**config.mk**
```make
export PLATFORM = sky130hd
export DESIGN_NAME = multicycle_control_unit_flat
export DESIGN_NICKNAME = d
export VERILOG_FILES = /design/src/rtl/multicycle_control_unit_if.sv /design/src/rtl/multicycle_control_unit.sv /design/src/flat_wrapper.sv
export SDC_FILE = /design/constraint.sdc
export NUM_CORES = 1
export LEC_CHECK = 0
export BUFFER_PORTS_ARGS = -buffer_cell sky130_fd_sc_hd__buf_4
export CAP_MARGIN = 10
export CELL_PAD_IN_SITES_DETAIL_PLACEMENT = 1
export CELL_PAD_IN_SITES_GLOBAL_PLACEMENT = 1
export CORE_ASPECT_RATIO = 0.75
export CORE_MARGIN = 2
export CORE_UTILIZATION = 33
export CTS_CLUSTER_SIZE = 12
export DETAILED_ROUTE_END_ITERATION = 10
export PLACE_DENSITY_LB_ADDON = 0.15
export SYNTH_ARGS = -nofsm -noshare
export SYNTH_HDL_FRONTEND = slang
export SYNTH_SLANG_ARGS = --single-unit
```
**constraint.sdc**
```tcl
create_clock -name clk -period 1.93 [get_ports clk]
set_input_delay 0.2895 -clock clk [delete_from_list [all_inputs] [get_ports clk]]
set_output_delay 0.2895 -clock clk [all_outputs]
set_load 0.05 [all_outputs]
```
**src/rtl/multicycle_control_unit_if.sv**
```systemverilog
// rtl/multicycle_control_unit_if.sv - ALU and memory handshake between control unit and datapath
interface multicycle_control_unit_if;
    logic [3:0] alu_op;
    logic [1:0] alu_src_a;
    logic [1:0] alu_src_b;
    logic       alu_bcond;
    logic       mem_read;
    logic       mem_write;
    logic       i_or_d;
    logic       mem_ready;

    modport master (
        output alu_op, alu_src_a, alu_src_b, mem_read, mem_write, i_or_d,
        input  alu_bcond, mem_ready
    );

    modport slave (
        input  alu_op, alu_src_a, alu_src_b, mem_read, mem_write, i_or_d,
        output alu_bcond, mem_ready
    );
endinterface

```
**src/rtl/multicycle_control_unit.sv**
```systemverilog
// rtl/multicycle_control_unit.sv - multicycle RV32I sequencer driving ALU, memory and write-back strobes
module multicycle_control_unit #(
    parameter int CNT_WIDTH = 32
) (
    input  logic                 clk,
    input  logic                 reset,
    input  logic [6:0]           opcode,
    input  logic [2:0]           funct3,
    input  logic                 funct7_5,
    multicycle_control_unit_if.master bus,
    output logic                 alu_out_write,
    output logic                 pc_write,
    output logic [1:0]           pc_source,
    output logic                 ir_write,
    output logic                 reg_write,
    output logic [1:0]           wb_sel,
    output logic                 is_halted,
    output logic [CNT_WIDTH-1:0] inst_count
);
    localparam logic [3:0] OP_ADD = 4'd0, OP_SUB = 4'd1, OP_XOR = 4'd2, OP_OR  = 4'd3,
                           OP_AND = 4'd4, OP_SLL = 4'd5, OP_SRL = 4'd6, OP_BEQ = 4'd7,
                           OP_BNE = 4'd8, OP_BLT = 4'd9, OP_BGE = 4'd10, OP_ECA = 4'd11;

    localparam logic [6:0] OPC_R = 7'b0110011, OPC_I = 7'b0010011, OPC_LD = 7'b0000011,
                           OPC_ST = 7'b0100011, OPC_BR = 7'b1100011, OPC_JAL = 7'b1101111,
                           OPC_JALR = 7'b1100111, OPC_SYS = 7'b1110011;

    typedef enum logic [3:0] {
        S_IF, S_ID, S_EX_ALU, S_WB_ALU, S_EX_ADDR, S_MEM_RD, S_WB_MEM,
        S_MEM_WR, S_EX_BR, S_EX_JAL, S_EX_JALR, S_EX_ECALL, S_HALT
    } state_t;

    state_t state, next_state;
    logic   retire;
    logic   pc_write_raw, ir_write_raw, reg_write_raw, mem_write_raw, alu_out_write_raw;

    always_ff @(posedge clk) begin
        if (reset) begin
            state      <= S_IF;
            inst_count <= '0;
        end else begin
            state <= next_state;
            if (retire)
                inst_count <= inst_count + CNT_WIDTH'(1);
        end
    end

    always_comb begin
        next_state        = state;
        retire            = 1'b0;
        bus.alu_op        = OP_ADD;
        bus.alu_src_a     = 2'd0;
        bus.alu_src_b     = 2'd0;
        bus.mem_read      = 1'b0;
        mem_write_raw     = 1'b0;
        bus.i_or_d        = 1'b0;
        alu_out_write_raw = 1'b0;
        pc_write_raw      = 1'b0;
        pc_source         = 2'd0;
        ir_write_raw      = 1'b0;
        reg_write_raw     = 1'b0;
        wb_sel            = 2'd0;

        case (state)
            S_IF: begin
                bus.mem_read  = 1'b1;
                bus.alu_src_b = 2'd2;
                if (bus.mem_ready) begin
                    ir_write_raw = 1'b1;
                    pc_write_raw = 1'b1;
                    next_state   = S_ID;
                end
            end
            S_ID: begin
                // Precompute old_pc + imm so branch/JAL can redirect from ALUOut later.
                bus.alu_src_a     = 2'd1;
                bus.alu_src_b     = 2'd1;
                alu_out_write_raw = 1'b1;
                case (opcode)
                    OPC_R, OPC_I:    next_state = S_EX_ALU;
                    OPC_LD, OPC_ST:  next_state = S_EX_ADDR;
                    OPC_BR:          next_state = S_EX_BR;
                    OPC_JAL:         next_state = S_EX_JAL;
                    OPC_JALR:        next_state = S_EX_JALR;
                    OPC_SYS:         next_state = S_EX_ECALL;
                    default:         next_state = S_IF;
                endcase
            end
            S_EX_ALU: begin
                bus.alu_src_a     = 2'd2;
                bus.alu_src_b     = (opcode == OPC_R) ? 2'd0 : 2'd1;
                alu_out_write_raw = 1'b1;
                next_state        = S_WB_ALU;
                case (funct3)
                    3'b000: bus.alu_op = (opcode == OPC_R && funct7_5) ? OP_SUB : OP_ADD;
                    3'b001: bus.alu_op = OP_SLL;
                    3'b100: bus.alu_op = OP_XOR;
                    3'b101: bus.alu_op = OP_SRL;
                    3'b110: bus.alu_op = OP_OR;
                    3'b111: bus.alu_op = OP_AND;
                    default: bus.alu_op = OP_ADD;
                endcase
                if (funct3 == 3'b010 || funct3 == 3'b011 || (funct3 == 3'b101 && funct7_5)) begin
                    alu_out_write_raw = 1'b0;
                    next_state        = S_IF;
                end
            end
            S_WB_ALU: begin
                reg_write_raw = 1'b1;
                retire        = 1'b1;
                next_state    = S_IF;
            end
            S_EX_ADDR: begin
                bus.alu_src_a     = 2'd2;
                bus.alu_src_b     = 2'd1;
                alu_out_write_raw = 1'b1;
                next_state        = (opcode == OPC_LD) ? S_MEM_RD : S_MEM_WR;
            end
            S_MEM_RD: begin
                bus.i_or_d   = 1'b1;
                bus.mem_read = 1'b1;
                if (bus.mem_ready)
                    next_state = S_WB_MEM;
            end
            S_WB_MEM: begin
                reg_write_raw = 1'b1;
                wb_sel        = 2'd1;
                retire        = 1'b1;
                next_state    = S_IF;
            end
            S_MEM_WR: begin
                bus.i_or_d    = 1'b1;
                mem_write_raw = 1'b1;
                if (bus.mem_ready) begin
                    retire     = 1'b1;
                    next_state = S_IF;
                end
            end
            S_EX_BR: begin
                bus.alu_src_a = 2'd2;
                pc_source     = 2'd1;
                next_state    = S_IF;
                retire        = 1'b1;
                case (funct3)
                    3'b000: bus.alu_op = OP_BEQ;
                    3'b001: bus.alu_op = OP_BNE;
                    3'b100: bus.alu_op = OP_BLT;
                    3'b101: bus.alu_op = OP_BGE;
                    default: retire    = 1'b0;
                endcase
                pc_write_raw = retire & bus.alu_bcond;
            end
            S_EX_JAL: begin
                reg_write_raw = 1'b1;
                wb_sel        = 2'd2;
                pc_write_raw  = 1'b1;
                pc_source     = 2'd1;
                retire        = 1'b1;
                next_state    = S_IF;
            end
            S_EX_JALR: begin
                bus.alu_src_a = 2'd2;
                bus.alu_src_b = 2'd1;
                reg_write_raw = 1'b1;
                wb_sel        = 2'd2;
                pc_write_raw  = 1'b1;
                pc_source     = 2'd2;
                retire        = 1'b1;
                next_state    = S_IF;
            end
            S_EX_ECALL: begin
                bus.alu_src_a = 2'd2;
                bus.alu_op    = OP_ECA;
                retire        = 1'b1;
                next_state    = bus.alu_bcond ? S_HALT : S_IF;
            end
            S_HALT: next_state = S_HALT;
            default: next_state = S_IF;
        endcase
    end

    // Architectural strobes are suppressed while reset is held so nothing commits mid-reset.
    assign pc_write      = pc_write_raw      & ~reset;
    assign ir_write      = ir_write_raw      & ~reset;
    assign reg_write     = reg_write_raw     & ~reset;
    assign bus.mem_write = mem_write_raw     & ~reset;
    assign alu_out_write = alu_out_write_raw & ~reset;
    assign is_halted     = (state == S_HALT);
endmodule

```
**src/flat_wrapper.sv**
```systemverilog
// flat-port wrapper written by rule: the top's interface ports become plain ports
module multicycle_control_unit_flat 
#(
    parameter int CNT_WIDTH = 32
)
  (clk, reset, opcode, funct3, funct7_5, alu_out_write, pc_write, pc_source, ir_write, reg_write, wb_sel, is_halted, inst_count, bus_alu_op, bus_alu_src_a, bus_alu_src_b, bus_mem_read, bus_mem_write, bus_i_or_d, bus_alu_bcond, bus_mem_ready);
  multicycle_control_unit_if bus_i ();
  input  logic clk;
  input  logic reset;
  input  logic [6:0] opcode;
  input  logic [2:0] funct3;
  input  logic funct7_5;
  output logic alu_out_write;
  output logic pc_write;
  output logic [1:0] pc_source;
  output logic ir_write;
  output logic reg_write;
  output logic [1:0] wb_sel;
  output logic is_halted;
  output logic [CNT_WIDTH-1:0] inst_count;
  output wire logic [$bits(bus_i.alu_op)-1:0] bus_alu_op;
  output wire logic [$bits(bus_i.alu_src_a)-1:0] bus_alu_src_a;
  output wire logic [$bits(bus_i.alu_src_b)-1:0] bus_alu_src_b;
  output wire logic [$bits(bus_i.mem_read)-1:0] bus_mem_read;
  output wire logic [$bits(bus_i.mem_write)-1:0] bus_mem_write;
  output wire logic [$bits(bus_i.i_or_d)-1:0] bus_i_or_d;
  input wire logic [$bits(bus_i.alu_bcond)-1:0] bus_alu_bcond;
  input wire logic [$bits(bus_i.mem_ready)-1:0] bus_mem_ready;
  assign bus_alu_op = bus_i.alu_op;
  assign bus_alu_src_a = bus_i.alu_src_a;
  assign bus_alu_src_b = bus_i.alu_src_b;
  assign bus_mem_read = bus_i.mem_read;
  assign bus_mem_write = bus_i.mem_write;
  assign bus_i_or_d = bus_i.i_or_d;
  assign bus_i.alu_bcond = bus_alu_bcond;
  assign bus_i.mem_ready = bus_mem_ready;
  multicycle_control_unit #(.CNT_WIDTH(CNT_WIDTH)) u_core (.clk(clk), .reset(reset), .opcode(opcode), .funct3(funct3), .funct7_5(funct7_5), .bus(bus_i), .alu_out_write(alu_out_write), .pc_write(pc_write), .pc_source(pc_source), .ir_write(ir_write), .reg_write(reg_write), .wb_sel(wb_sel), .is_halted(is_halted), .inst_count(inst_count));
endmodule
```
# Yosys cells after proc, flatten, opt, wreduce, memory -nomap -nowiden
# Index checks and enable logic that the tools add are counted.
[word_totals] wordCells=88 inputBits=15 register_bits=36
[op_classes] add_sub_neg=1 muxes=29 eq_ne=30 reduce_logical=19 n_bitwise=7
[op_table] operator="4-bit one-hot mux with 6 select lines" count=2
[op_table] operator="32-bit by 1-bit adder with 32-bit output, second input constant" count=1
[op_table] operator="4-bit one-hot mux with 8 select lines" count=1
[op_table] operator="7-bit == test, second input constant" count=4
[op_table] operator="4-bit == test, second input constant" count=5
[op_table] operator="4-bit by 3-bit == test with 1-bit output, second input constant" count=4
[op_table] operator="4-bit 2-to-1 mux" count=4
[op_table] operator="4-bit one-hot mux with 4 select lines" count=1
[op_table] operator="7-bit by 6-bit == test with 1-bit output, second input constant" count=2
[op_table] operator="2-bit OR reduction" count=7
[op_table] operator="3-bit == test, second input constant" count=4
[op_table] operator="2-bit one-hot mux with 2 select lines" count=3
[op_table] operator="4-bit one-hot mux with 3 select lines" count=1
[op_table] operator="1-bit 2-to-1 mux" count=11
[op_table] operator="5-bit OR reduction" count=2
[op_table] operator="4-bit by 2-bit == test with 1-bit output, second input constant" count=2
[op_table] operator="4-bit OR reduction" count=2
[op_table] operator="7-bit by 2-bit == test with 1-bit output, second input constant" count=1
[op_table] operator="7-bit by 5-bit == test with 1-bit output, second input constant" count=1
[op_table] operator="1-bit AND" count=6
[op_table] operator="3-bit by 2-bit == test with 1-bit output, second input constant" count=2
[op_table] operator="2-bit inequality test, second input constant" count=3
[op_table] operator="1-bit one-hot mux with 3 select lines" count=2
[op_table] operator="2-bit one-hot mux with 3 select lines" count=1
[op_table] operator="11 further kinds" count=14

# Longest topological paths before layout
[logic_depth] depth_word=7 mapped_depth=8 ltp_nobuf=6

# Worst setup path before layout
# Ideal clock, no wire load.
[synth_path] path_kind="register to output" from="register u_core.state[3]" to="output ir_write" arrival_time_ns=2.554 slack_ns=-0.913 t_required_ns=1.640 stages_incl_launch_ff=5 path_cell_list="dfxtp_1 clkbuf_1 buf_1 nor3_1 and3b_1"
[synth_via] elab_chain_cells=3
[synth_lines] item="start: declaration" line_no="multicycle_control_unit.sv:33" text="state_t state, next_state;"
[synth_lines] item="start signal: assignment" line_no="multicycle_control_unit.sv:42" text="state <= next_state;"
[synth_lines] item="4-bit zero test" line_no="multicycle_control_unit.sv:64" text="case (state)"
[synth_lines] item="1-bit 2-to-1 mux" line_no="multicycle_control_unit.sv:64"
[synth_lines] item="1-bit AND" line_no="multicycle_control_unit.sv:184" text="assign ir_write = ir_write_raw & ~reset;"
[synth_lines] item="end: declaration" line_no="flat_wrapper.sv:16" text="output logic ir_write;"
# No other way between the ends.

# Worst setup path in the final report
[layout_path] from="register u_core.state[1]" to="output reg_write"
[layout_via] elab_chain_cells=4
[layout_lines] item="4-bit by 2-bit == test with 1-bit output, or another cell as far along" line_no="multicycle_control_unit.sv:64"
[layout_lines] item="4-bit OR reduction (no line) *"
[layout_lines] item="1-bit 2-to-1 mux *" line_no="multicycle_control_unit.sv:64"
[layout_lines] item="1-bit AND *" line_no="multicycle_control_unit.sv:185" text="assign reg_write = reg_write_raw & ~reset;"
[layout_lines] item="end: declaration" line_no="flat_wrapper.sv:17" text="output logic reg_write;"
# Every way passes the cells marked *; elsewhere a longest branch is shown, timed or not.

==> flow_summary.json <==
{
  "routed_via_density": 5.56,
  "cts_tree": "yes",
  "start_util_pct": 34.1,
  "root_buffer": "clkbuf_8",
  "crit_end": "reg_write",
  "hold_viol": 0,
  "drt_iter0_drc": 101,
  "cts_buffers": 5,
  "antenna_cells": 0,
  "synth_xor_area_share_pct": 3.76,
  "grtUsageTotal_pct": 21.5,
  "async_flop_share_pct": 0,
  "hold_depth": 2,
  "finalSetupViolations": 14,
  "syn_nets": 331,
  "outcome": "finished, violations left",
  "ys_ff_latch": 36,
  "synth_top_area_share_pct": 30.9,
  "synth-simple-area-share_pct": 34.2,
  "crit_buf_inv": 2,
  "reg2reg_depth": 7,
  "grt_pass1_wl_um": 13500,
  "yosys_warnings": 0,
  "combPwrFrac_pct": 18.2,
  "top_layer_used": "met4",
  "synthCells": 315,
  "worstSkewPairLatency_ns": 0.30,
  "intPower_w": 0.00109,
  "drt-met1-wl_um": 4150,
  "clkPwrFrac_pct": 35.2,
  "r2r-start": "u_core.state[1]",
  "synthDistinctLibCells": 53,
  "worst_path_max_delay_cell": "dfxtp_4",
  "period_share_pct": 106,
  "drv_cap": 0,
  "power_density_nw_per_um2": 423,
  "die-area_um2": 7760,
  "critPathTopFamily": "flip-flops",
  "clk_pin_slew_ns": 0.08,
  "fp.dieW_um": 101,
  "synth.avg_cell_area_um2": 7.40,
  "relSlewSlack_pct": 67.8,
  "dpl.hpwl_um": 6140,
  "io_buffers": 66,
  "drc": 0,
  "synth_top_family_by_area": "simple AND/OR/NAND/NOR gates",
  "coreArea_um2": 6830,
  "met3WireLength_um": 462,
  "syn_area_um2": 2330,
  "wl_met2_um": 4070,
  "leakage_nw": 1.40,
  "num_vias": 2823,
  "min_path_type": "in -> reg",
  "worstMarginPinSlew_ns": 0.478,
  "swShare_pct": 30.2,
  "synthMuxAreaShare_pct": 2.20,
  "worst_r2r_endpoint": "u_core.inst_count[17]",
  "cp-startpoint": "u_core.state[1]",
  "die_h_um": 76.8,
  "antenna_found_initial": 0,
  "cts_hold_buf": 0,
  "fin_worst_skew_ns": 0.00979,
  "fin_crit_ns": 2.05,
  "rsz0062_at_grt": "yes",
  "ant_nets": 0,
  "finalPower_w": 0.00156,
  "required_ns": 1.64,
  "fp-row-count": 26,
  "grt_pass1_vias": 2731,
  "end_kind": "primary output",
  "boundaryPins": 67,
  "wl_per_cell_um": 17.3,
  "clock-sinks": 36,
  "arrival_ns": 1.76,
  "grt_max_degree": 28,
  "critPathMaxStageDelay_ns": 0.37,
  "holdWs_ns": 0.350,
  "synth-compound-area-share_pct": 21.9,
  "synth-main-ff-cell": "dfxtp_1",
  "fmax_ghz": 0.488,
  "drt_wl_total_um": 8770,
  "gr-total-overflow": 0,
  "cp_num_cells": 7,
  "area_growth_pct": 57.7,
  "path_cells": "buf_4 > xnor2_2 > nand2b_1 > o21a_1 > o22a_1 > nor2_4 > buf_6",
  "ir_worst_vdd_v": 0.000238,
  "clockBufferDepth": 2,
  "finalMaxSlewViolations": 0,
  "layout-drive-gt1-share_pct": 45.3,
  "first_pass_iters": 4,
  "nets": 439,
  "synth_area_leaders": "dfxtp_1 31%, a21oi_1 6.2%, o21ai_0 5.2%",
  "switchingPower_w": 0.000470,
  "synth_top_cell_by_area": "dfxtp_1",
  "path_class": "reg -> out",
  "synth_edf_count": 0,
  "worstHoldStart": "reset",
  "yosysSeqAreaShare_pct": 30.9,
  "crit_fanout": 5,
  "synthAdderAreaFrac_pct": 0.966,
  "r2r_slack_ns": -0.05,
  "crit_path_start_kind": "register",
  "dp_slack_ns": -0.0352,
  "place.gp.congestion": 0.832,
  "layout_setup_ws_ns": -0.119,
  "htree_levels": 2,
  "violations": "setup timing",
  "power_frac_seq_pct": 46.6
}
[cells in the final DEF (no fill, tap or decap), types with 9 or more instances in the layout]
cell type	instances
dfxtp_1	12
a21oi_1	27
buf_4	104
nand3_1	14
dfxtp_4	18
o21ai_0	22
or3_1	16
inv_1	9
or4_1	9
buf_6	16
nand2_1	23
nor2_1	29
[sequential cells by signal (all words and copies together) (netlist names)]
| name | flops |
|---|---|
| u_core.inst_count | 32 |
| u_core.state | 4 |
[per-stage QoR]
step                area [um2]  utilization [%]  TNS (ns)  instances
floorplan                 2490                -     -1.33        315
global placement          3330             48.7   -0.0512        489
detailed placement        3330             48.7    -0.223        489
CTS                       3530             51.7    -0.895        499
global route              3680             53.8     -2.73        508
finish                    3680             53.8    -0.865        508
[cell usage after synthesis (6+ instances only)]
cell	instances
a21oi_1	29
clkbuf_1	13
dfxtp_1	36
inv_1	10
nand2_1	24
nand2b_1	6
nand3_1	14
nand4_1	7
nor2_1	31
nor3_1	11
o21ai_0	24
o31ai_1	9
or3_1	18
or4_1	9
xnor2_1	8
[per-layer routing]
layer,up-vias,GRT usage (%)
met5,-,0
met4,0,4.05
met1,1370,29.6
met3,10,3.46
li1,1363,-
met2,80,35.4
[how the worst min path moves through the flow]
stage,end
global placement,u_core.inst_count[17]
floorplan,u_core.state[1]
CTS,u_core.inst_count[4]
global route,u_core.inst_count[0]
finish,u_core.inst_count[4]
detailed placement,u_core.inst_count[31]
[cell families (layout without fill, tap and decap cells)]
kind of cell / after synthesis / in the layout
simple gates: 147 / 148
compound gates: 83 / 83
flops: 36 / 36
buf+inv: 32 / 140
xor+xnor: 10 / 10
mux: 5 / 5
fa+ha+maj: 2 / 2
[power by group through the flow]
stage	sequential, W	combinational [W]	clock [W]
finish	0.000724	0.000284	0.000548
global route	0.000725	0.000304	0.000593
CTS	0.000725	0.000273	0.000558
detailed placement	0.000745	0.000256	0
global placement	0.000745	0.000253	0
floorplan	0.000744	0.000152	0
[repair_timing]
item | CTS | global route
gates cloned | 0 | 1
endpoints found under the setup margin | 27 | 30
resized for setup | 29 | 20
pin swaps | 5 | 5
setup buffers | 2 | 8
[area by class of cell]
type / count / area [um2]
Timing Repair Buffer: 122 / 981
Sequential cell: 36 / 796
Clock inverter: 3 / 18.8
Tap cell: 84 / 105
Multi-Input combinational cell: 248 / 1670
Inverter: 10 / 37.5
Fill cell: 846 / 3150
Clock buffer: 5 / 68.8
(Power assumes the default switching activity.)
